[src/rtl/wbck_arb_if.sv]
// Write-back arbitration bus: ALU and LSU result sources plus the register-file write port.
interface wbck_arb_if #(
   parameter int unsigned XLEN          = 32,
   parameter int unsigned REG_IDX_WIDTH = 5
);
   logic                     alu_wb_valid_i;
   logic                     alu_wb_ready_o;
   logic                     alu_wb_rd_en_i;
   logic [REG_IDX_WIDTH-1:0] alu_wb_rd_idx_i;
   logic [XLEN-1:0]          alu_wb_wdata_i;

   logic                     lsu_wb_valid_i;
   logic                     lsu_wb_ready_o;
   logic [REG_IDX_WIDTH-1:0] lsu_wb_rd_idx_i;
   logic [XLEN-1:0]          lsu_wb_wdata_i;

   logic                     rd_en_o;
   logic [REG_IDX_WIDTH-1:0] rd_idx_o;
   logic [XLEN-1:0]          wdata_o;
   logic [31:0]              wb_cnt_o;

   // Arbiter side
   modport slave (
      input  alu_wb_valid_i, alu_wb_rd_en_i, alu_wb_rd_idx_i, alu_wb_wdata_i,
      input  lsu_wb_valid_i, lsu_wb_rd_idx_i, lsu_wb_wdata_i,
      output alu_wb_ready_o, lsu_wb_ready_o,
      output rd_en_o, rd_idx_o, wdata_o, wb_cnt_o
   );

   // Result-source / register-file side
   modport master (
      output alu_wb_valid_i, alu_wb_rd_en_i, alu_wb_rd_idx_i, alu_wb_wdata_i,
      output lsu_wb_valid_i, lsu_wb_rd_idx_i, lsu_wb_wdata_i,
      input  alu_wb_ready_o, lsu_wb_ready_o,
      input  rd_en_o, rd_idx_o, wdata_o, wb_cnt_o
   );
endinterface

[src/rtl/wbck_arb.sv]
// Write-back arbiter: merges ALU and LSU results into one registered register-file
// write port. LSU has priority; the ALU wins after STARVE_LIMIT consecutive denials.
module wbck_arb #(
   parameter int unsigned XLEN          = 32,
   parameter int unsigned REG_IDX_WIDTH = 5,
   parameter int unsigned STARVE_LIMIT  = 4
) (
   input  logic        clk,
   input  logic        rst_n,
   wbck_arb_if.slave   bus
);
   localparam int unsigned CNT_W    = 32;
   localparam int unsigned STARVE_W = 4;

   logic [STARVE_W-1:0]      starve_cnt;
   logic                     starved_c;
   logic                     grant_lsu_c;
   logic                     grant_alu_c;
   logic                     xfer_c;
   logic                     sel_en_c;
   logic                     wr_en_c;
   logic [REG_IDX_WIDTH-1:0] sel_idx_c;
   logic [XLEN-1:0]          sel_data_c;

   logic                     rd_en_q;
   logic [REG_IDX_WIDTH-1:0] rd_idx_q;
   logic [XLEN-1:0]          wdata_q;
   logic [CNT_W-1:0]         wb_cnt_q;

   // Grant selection and payload mux
   always_comb begin
      starved_c   = (starve_cnt == STARVE_W'(STARVE_LIMIT));
      grant_lsu_c = bus.lsu_wb_valid_i & ~(bus.alu_wb_valid_i & starved_c);
      grant_alu_c = bus.alu_wb_valid_i & ~grant_lsu_c;
      xfer_c      = grant_lsu_c | grant_alu_c;
      sel_en_c    = bus.alu_wb_rd_en_i;
      sel_idx_c   = bus.alu_wb_rd_idx_i;
      sel_data_c  = bus.alu_wb_wdata_i;
      if (grant_lsu_c) begin
         sel_en_c   = 1'b1;
         sel_idx_c  = bus.lsu_wb_rd_idx_i;
         sel_data_c = bus.lsu_wb_wdata_i;
      end
      // x0 is hardwired zero: accept the result but never write it
      wr_en_c = sel_en_c & (sel_idx_c != '0);
   end

   // Ready is the grant, held low while reset is asserted
   assign bus.alu_wb_ready_o = grant_alu_c & rst_n;
   assign bus.lsu_wb_ready_o = grant_lsu_c & rst_n;

   // Count consecutive cycles the ALU waits behind the LSU
   always_ff @(posedge clk or negedge rst_n) begin
      if (!rst_n) begin
         starve_cnt <= '0;
      end else if (!bus.alu_wb_valid_i || grant_alu_c) begin
         starve_cnt <= '0;
      end else if (grant_lsu_c && (starve_cnt < STARVE_W'(STARVE_LIMIT))) begin
         starve_cnt <= starve_cnt + STARVE_W'(1);
      end
   end

   // Registered write port and retired-write counter
   always_ff @(posedge clk or negedge rst_n) begin
      if (!rst_n) begin
         rd_en_q  <= 1'b0;
         rd_idx_q <= '0;
         wdata_q  <= '0;
         wb_cnt_q <= '0;
      end else begin
         rd_en_q <= xfer_c & wr_en_c;
         if (xfer_c) begin
            rd_idx_q <= sel_idx_c;
            wdata_q  <= sel_data_c;
            wb_cnt_q <= wb_cnt_q + CNT_W'(1);
         end
      end
   end

   assign bus.rd_en_o  = rd_en_q;
   assign bus.rd_idx_o = rd_idx_q;
   assign bus.wdata_o  = wdata_q;
   assign bus.wb_cnt_o = wb_cnt_q;

endmodule

[src/flat_wrapper.sv]
// flat-port wrapper written by rule: the top's interface ports become plain ports
module wbck_arb_flat 
#(
   parameter int unsigned XLEN          = 32,
   parameter int unsigned REG_IDX_WIDTH = 5,
   parameter int unsigned STARVE_LIMIT  = 4
)
  (clk, rst_n, bus_alu_wb_valid_i, bus_alu_wb_rd_en_i, bus_alu_wb_rd_idx_i, bus_alu_wb_wdata_i, bus_lsu_wb_valid_i, bus_lsu_wb_rd_idx_i, bus_lsu_wb_wdata_i, bus_alu_wb_ready_o, bus_lsu_wb_ready_o, bus_rd_en_o, bus_rd_idx_o, bus_wdata_o, bus_wb_cnt_o);
  wbck_arb_if #(.XLEN(XLEN), .REG_IDX_WIDTH(REG_IDX_WIDTH)) bus_i ();
  input  logic clk;
  input  logic rst_n;
  input wire logic [$bits(bus_i.alu_wb_valid_i)-1:0] bus_alu_wb_valid_i;
  input wire logic [$bits(bus_i.alu_wb_rd_en_i)-1:0] bus_alu_wb_rd_en_i;
  input wire logic [$bits(bus_i.alu_wb_rd_idx_i)-1:0] bus_alu_wb_rd_idx_i;
  input wire logic [$bits(bus_i.alu_wb_wdata_i)-1:0] bus_alu_wb_wdata_i;
  input wire logic [$bits(bus_i.lsu_wb_valid_i)-1:0] bus_lsu_wb_valid_i;
  input wire logic [$bits(bus_i.lsu_wb_rd_idx_i)-1:0] bus_lsu_wb_rd_idx_i;
  input wire logic [$bits(bus_i.lsu_wb_wdata_i)-1:0] bus_lsu_wb_wdata_i;
  output wire logic [$bits(bus_i.alu_wb_ready_o)-1:0] bus_alu_wb_ready_o;
  output wire logic [$bits(bus_i.lsu_wb_ready_o)-1:0] bus_lsu_wb_ready_o;
  output wire logic [$bits(bus_i.rd_en_o)-1:0] bus_rd_en_o;
  output wire logic [$bits(bus_i.rd_idx_o)-1:0] bus_rd_idx_o;
  output wire logic [$bits(bus_i.wdata_o)-1:0] bus_wdata_o;
  output wire logic [$bits(bus_i.wb_cnt_o)-1:0] bus_wb_cnt_o;
  assign bus_i.alu_wb_valid_i = bus_alu_wb_valid_i;
  assign bus_i.alu_wb_rd_en_i = bus_alu_wb_rd_en_i;
  assign bus_i.alu_wb_rd_idx_i = bus_alu_wb_rd_idx_i;
  assign bus_i.alu_wb_wdata_i = bus_alu_wb_wdata_i;
  assign bus_i.lsu_wb_valid_i = bus_lsu_wb_valid_i;
  assign bus_i.lsu_wb_rd_idx_i = bus_lsu_wb_rd_idx_i;
  assign bus_i.lsu_wb_wdata_i = bus_lsu_wb_wdata_i;
  assign bus_alu_wb_ready_o = bus_i.alu_wb_ready_o;
  assign bus_lsu_wb_ready_o = bus_i.lsu_wb_ready_o;
  assign bus_rd_en_o = bus_i.rd_en_o;
  assign bus_rd_idx_o = bus_i.rd_idx_o;
  assign bus_wdata_o = bus_i.wdata_o;
  assign bus_wb_cnt_o = bus_i.wb_cnt_o;
  wbck_arb #(.XLEN(XLEN), .REG_IDX_WIDTH(REG_IDX_WIDTH), .STARVE_LIMIT(STARVE_LIMIT)) u_core (.clk(clk), .rst_n(rst_n), .bus(bus_i));
endmodule
[config.mk]
export PLATFORM = sky130hd
export DESIGN_NAME = wbck_arb_flat
export DESIGN_NICKNAME = d
export VERILOG_FILES = /design/src/rtl/wbck_arb_if.sv /design/src/rtl/wbck_arb.sv /design/src/flat_wrapper.sv
export SDC_FILE = /design/constraint.sdc
export NUM_CORES = 1
export LEC_CHECK = 0
export CORE_ASPECT_RATIO = 0.75
export CORE_MARGIN = 5
export CORE_UTILIZATION = 40
export CTS_CLUSTER_DIAMETER = 60
export DETAILED_ROUTE_END_ITERATION = 10
export GPL_TIMING_DRIVEN = 0
export HOLD_SLACK_MARGIN = 0.03
export PLACE_DENSITY = 0.8
export SLEW_MARGIN = 20
export SYNTH_ARGS = -nofsm -noshare
export SYNTH_HDL_FRONTEND = slang
export SYNTH_SLANG_ARGS = --single-unit
[constraint.sdc]
create_clock -name clk -period 3.56 [get_ports clk]
set_input_delay 0.712 -clock clk [delete_from_list [all_inputs] [get_ports clk]]
set_output_delay 0.712 -clock clk [all_outputs]
set_load 0.005 [all_outputs]
==> impl_metrics.json, run 1 <==
{
  "r2r_cells": 7,
  "slowest_delay_ps": 550,
  "worst-path-stages": 5,
  "die_w_um": 118,
  "dp_hpwl_mm": 8.04,
  "start_util": 0.411,
  "finalSetupViolCount": 0,
  "gp_congestion": 0.825,
  "period_share": 0.955,
  "ys_seq_area_frac": 0.533,
  "r2r_slack_ps": 1430,
  "rsz0062_at_grt": "false",
  "finalHoldViolCount": 0,
  "placed_cells": 583,
  "tns_ps": 0,
  "synth-seq-cells": 74,
  "ioPinCount": 151,
  "fin_util": 0.641,
  "crit_end": "bus_alu_wb_ready_o",
  "multi_input_area_sq_mm": 0.00154,
  "fin_cells": 599,
  "critPathKind": "input port to output port",
  "fin_area_sq_mm": 0.00542,
  "cts_tree": "done",
  "drt_iter0_markers": 154,
  "num_rows": 29,
  "ir_drop_mv": 0.377,
  "crit_path_start_kind": "input port",
  "async_flop_share": 1.00,
  "crit_family": "buffers and inverters",
  "synth.distinct_cells": 32,
  "postCtsHoldBufs": 0,
  "wl_per_cell_um": 17.3,
  "postRouteAntennaNets": 0,
  "drt_pass1_iterations": 4,
  "antenna_found_initial": 0,
  "die_area_sq_mm": 0.0107,
  "cts_setup_buffers": 0,
  "nNetsFinal": 568,
  "hold_ws_ps": 347,
  "worstReg2RegEnd": "u_core.bus.wdata_o[23]",
  "top_layer": "met4",
  "syn-cell-area_sq_mm": 0.00347,
  "clk-insertion-delay-late_ps": 330,
  "cp.arrival_ps": 2690,
  "die-height_um": 90.7,
  "placedInstanceArea_sq_mm": 0.00512,
  "drc": 0,
  "clkTransAtPathRegs_ps": 60,
  "cts_sinks": 74,
  "overflow": 0,
  "avgSynthCellArea_sq_um": 10.7,
  "synth-edff-count": 0,
  "wl_met3_um": 592,
  "crit_path_max_fanout": 10,
  "fin_crit_ps": 3400,
  "m1WireLength_mm": 4.28,
  "vias": 3077,
  "clockRootBuffer": "clkbuf_16",
  "avgViaCountPerCell": 5.14,
  "synth_nets": 407,
  "startpoint": "bus_lsu_wb_valid_i",
  "status": "complete, no violations",
  "gr-usage-all-layers": 0.193,
  "h-tree-depth": 3,
  "portBuffers": 149,
  "final_cell_mix": "clkdlybuf4s50_1, dfrtp_1, nor2_1",
  "netlist_instances": 325,
  "wirelength_mm": 10.4,
  "antenna_cells": 0,
  "worstMarginPinSlew_ps": 736,
  "cp.buffers_inverters": 3,
  "end_kind": "output port",
  "critPathSlowestCell": "clkdlybuf4s50_1",
  "leakage_nw": 2.25,
  "final_common_cell": "clkdlybuf4s50_1",
  "grt_pass1_wl_mm": 16.6,
  "hold_class": "input port to async pin",
  "seq_area_sq_mm": 0.00185,
  "clockBufferDepth": 2,
  "syn_to_final_growth_pct": 56.2,
  "crit_chain": "clkdlybuf4s50_1 -> nand2_1 -> clkbuf_1 -> and3_1 -> clkdlybuf4s50_1",
  "maxSlewHeadroom": 0.509,
  "crit_required_ps": 2850,
  "power.density_mw_per_mm2": 455,
  "cts_buffers": 9,
  "finalMaxSlewViolations": 0,
  "fmax_ghz": 0.294,
  "clock_skew_ps": 5.27,
  "yosys_warnings": 0,
  "ctsResizeCount": 0,
  "grt_max_degree": 44,
  "n_fill_cell": 684,
  "cap_violations": 0,
  "grt_pass1_vias": 3169,
  "yosys_most_used_dff": "dfrtp_1",
  "core_sq_mm": 0.00845,
  "crit_top_cell": "clkdlybuf4s50_1",
  "drive_gt1_frac": 0.0631,
  "route.met2.wl_mm": 5.22,
  "r2r-start": "u_core.starve_cnt[0]"
}
[where the power goes]
part / total, mW / internal (mW) / switching (mW)
clock network: 0.911 / 0.581 / 0.330
logic: 0.518 / 0.325 / 0.193
registers: 1.04 / 0.936 / 0.102
[cell usage after synthesis (2+ instances only)]
cell type,n,area share
a21oi_1,39,0.056
and3_1,6,0.011
buf_1,7,0.0076
clkbuf_1,6,0.0065
dfrtp_1,74,0.53
ha_1,3,0.011
inv_1,6,0.0065
mux2i_1,37,0.11
nand2_1,15,0.016
nand3_1,11,0.016
nand4_1,5,0.0090
nor2_1,46,0.050
nor3_1,6,0.0086
nor3b_1,2,0.0043
nor4_1,2,0.0036
nor4_2,9,0.032
o21ai_0,3,0.0043
or4_1,3,0.0065
or4_4,2,0.0065
xnor2_1,11,0.028
xor2_1,21,0.053
[metrics by stage]
| stage | setup slack (ps) | power, mW |
|---|---|---|
| 3_5_place_dp | 170 | 1.58 |
| 2_1_floorplan | 1250 | 1.21 |
| 5_1_grt | 54.7 | 2.59 |
| 4_1_cts | 168 | 2.49 |
| 6_report | 161 | 2.47 |
| 3_3_place_gp | -1840 | 1.55 |
[area by class of cell]
class,instances,share of cell area
Inverter,6,0.00415
Buffer,15,0.0113
Multi-Input combinational cell,230,0.283
Tap cell,108,0.0249
Sequential cell,74,0.341
Clock buffer,14,0.0487
Timing Repair Buffer,150,0.280
Clock inverter,2,0.00646
[cells by family after synthesis]
group	count (synthesis)	share of synthesized area
AO/OA/AOI/OAI	44	0.0652
XOR/XNOR	32	0.0807
adder cells (fa/ha/maj)	3	0.0108
buffers and inverters	21	0.0241
flip-flops	74	0.533
multiplexers	38	0.110
AND/OR/NAND/NOR	113	0.176
[sequential cells by signal, indices dropped and copies added, names as in the netlist]
register / count
u_core.starve_cnt: 4
u_core.bus.rd_en_o: 1
u_core.bus.wdata_o: 32
u_core.bus.wb_cnt_o: 32
u_core.bus.rd_idx_o: 5
[layer usage]
layer,GRT usage,up-vias
li1,-,1452
met1,0.240,1512
met2,0.321,93
met3,0.0501,20
met4,0.0764,0
met5,0,-
[how the worst min path moves through the flow]
stage / start / to / slack [ps] / cells after the start
floorplan: rst_n / u_core.bus.rd_en_o / 420 / 0
global placement: u_core.bus.wb_cnt_o[31] / u_core.bus.wb_cnt_o[31] / 460 / 1
detailed placement: u_core.bus.wb_cnt_o[26] / u_core.bus.wb_cnt_o[26] / 480 / 1
CTS: rst_n / u_core.bus.wdata_o[31] / 350 / 1
global route: rst_n / u_core.bus.wdata_o[31] / 370 / 1
finish: rst_n / u_core.bus.wdata_o[31] / 350 / 1
Note: power is estimated with default switching activity, not from simulation.
==> inputs of run 2 (changes only) <==
CELL_PAD_IN_SITES_DETAIL_PLACEMENT = 1   (was unset)
CELL_PAD_IN_SITES_GLOBAL_PLACEMENT = 2   (was unset)
CORE_UTILIZATION = 27   (was 40)
PLACE_DENSITY = 0.89   (was 0.8)
==> run 2 against run 1 <==
Sequential power about the same. Non-clock buffer count shrank 1. Die area up 43%. Critical path type unchanged. Critical endpoint unchanged. Highest routed layer unchanged.
==> impl_metrics.json, run 2 (synthesized netlist as in run 1, its figures left out) <==
{
  "antenna_found_initial": 0,
  "die_w_um": 141,
  "crit_top_cell": "clkdlybuf4s50_1",
  "fmax_ghz": 0.308,
  "worstMarginPinSlew_ps": 830,
  "syn_to_final_growth_pct": 57.2,
  "leakage_nw": 2.23,
  "placedInstanceArea_sq_mm": 0.00519,
  "clockBufferDepth": 2,
  "finalSetupViolCount": 0,
  "cts_sinks": 74,
  "portBuffers": 149,
  "period_share": 0.912,
  "drt_pass1_iterations": 4,
  "clkTransAtPathRegs_ps": 60,
  "fin_util": 0.439,
  "die_area_sq_mm": 0.0153,
  "end_kind": "output port",
  "ioPinCount": 151,
  "cp.arrival_ps": 2530,
  "power.density_mw_per_mm2": 440,
  "h-tree-depth": 3,
  "final_common_cell": "clkdlybuf4s50_1",
  "drive_gt1_frac": 0.0673,
  "grt_pass1_wl_mm": 19.1,
  "cap_violations": 0,
  "clockRootBuffer": "clkbuf_16",
  "avgViaCountPerCell": 4.67,
  "crit_family": "buffers and inverters",
  "top_layer": "met4",
  "status": "complete, no violations",
  "vias": 3063,
  "gr-usage-all-layers": 0.160,
  "final_cell_mix": "clkdlybuf4s50_1, dfrtp_1, nor2_1",
  "hold_class": "input port to async pin",
  "cts_buffers": 9,
  "critPathKind": "input port to output port",
  "cp.buffers_inverters": 2,
  "m1WireLength_mm": 5.49,
  "fin_area_sq_mm": 0.00546,
  "crit_chain": "clkdlybuf4s50_1 -> nand2_1 -> and3_1 -> clkdlybuf4s50_1",
  "antenna_cells": 0,
  "overflow": 0,
  "crit_path_start_kind": "input port",
  "crit_path_max_fanout": 14,
  "hold_ws_ps": 394,
  "finalHoldViolCount": 0,
  "crit_required_ps": 2850,
  "wl_per_cell_um": 18.0,
  "num_rows": 35,
  "slowest_delay_ps": 650,
  "grt_max_degree": 47,
  "postRouteAntennaNets": 0,
  "finalMaxSlewViolations": 0,
  "nNetsFinal": 567,
  "core_sq_mm": 0.0124,
  "gp_congestion": 0.798,
  "route.met2.wl_mm": 5.68,
  "grt_pass1_vias": 3425,
  "start_util": 0.279,
  "ctsResizeCount": 0,
  "cts_tree": "done",
  "dp_hpwl_mm": 9.36,
  "drc": 0,
  "die-height_um": 108,
  "wirelength_mm": 11.8,
  "clock_skew_ps": 4.29,
  "fin_crit_ps": 3250,
  "drt_iter0_markers": 103,
  "rsz0062_at_grt": "false",
  "maxSlewHeadroom": 0.442,
  "critPathSlowestCell": "clkdlybuf4s50_1",
  "ir_drop_mv": 0.215,
  "clk-insertion-delay-late_ps": 330,
  "wl_met3_um": 594
}
[run 2: worst paths after layout]
kind	to	from	depth (start not counted)	slack, ps
max in group asynchronous	u_core.bus.wdata_o[0]	rst_n	2	2580
max reg2reg	u_core.bus.wb_cnt_o[20]	u_core.bus.wb_cnt_o[0]	6	1480
min in group clk	u_core.bus.wb_cnt_o[31]	u_core.bus.wb_cnt_o[31]	1	470
max	bus_alu_wb_ready_o	bus_lsu_wb_valid_i	4	310
min reg2reg	u_core.bus.wb_cnt_o[31]	u_core.bus.wb_cnt_o[31]	1	470
min	u_core.bus.wb_cnt_o[12]	rst_n	1	390
[run 2: area by class of cell]
class / instances / area (sq um)
sequential: 74 / 1850
multi-input combinational: 230 / 1540
clock inverter: 5 / 30.0
clock buffer: 11 / 243
tap: 166 / 208
timing repair buffer: 150 / 1510
inverter: 6 / 22.5
fill: 1392 / 6980
buffer: 14 / 57.6
[run 2: report_power, final]
part / leakage [nW] / switching [mW] / internal, mW
Clock: 0.131 / 0.354 / 0.487
Sequential: 0.872 / 0.103 / 0.936
Combinational: 1.23 / 0.198 / 0.325
[run 2: what timing repair did]
action | CTS | global route
hold buffers | 0 | 0
setup buffers | 0 | 0
endpoints found under the setup margin | 0 | 1
[run 2: per-layer routing]
layer  vias to the layer above  track usage
met4                         0       0.0325
li1                       1455            -
met2                        74        0.264
met1                      1527        0.209
met5                         -            0
met3                         7       0.0469
[run 2: per-stage QoR]
step / TNS, ps / instances / setup slack [ps] / total power [mW]
after floorplan: 0 / 325 / 1250 / 1.21
final: 0 / 656 / 315 / 2.40
after CTS: 0 / 657 / 92.5 / 2.44
after global placement: -80250 / 640 / -1950 / 1.57
after detailed placement: 0 / 641 / 93.8 / 1.59
after global routing: 0 / 656 / 131 / 2.54
==> inputs of run 3 (changes only) <==
HOLD_SLACK_MARGIN = unset   (was 0.03)
==> results of run 3 <==
The final DEF is identical to that of run 2; final timing and power are the same.
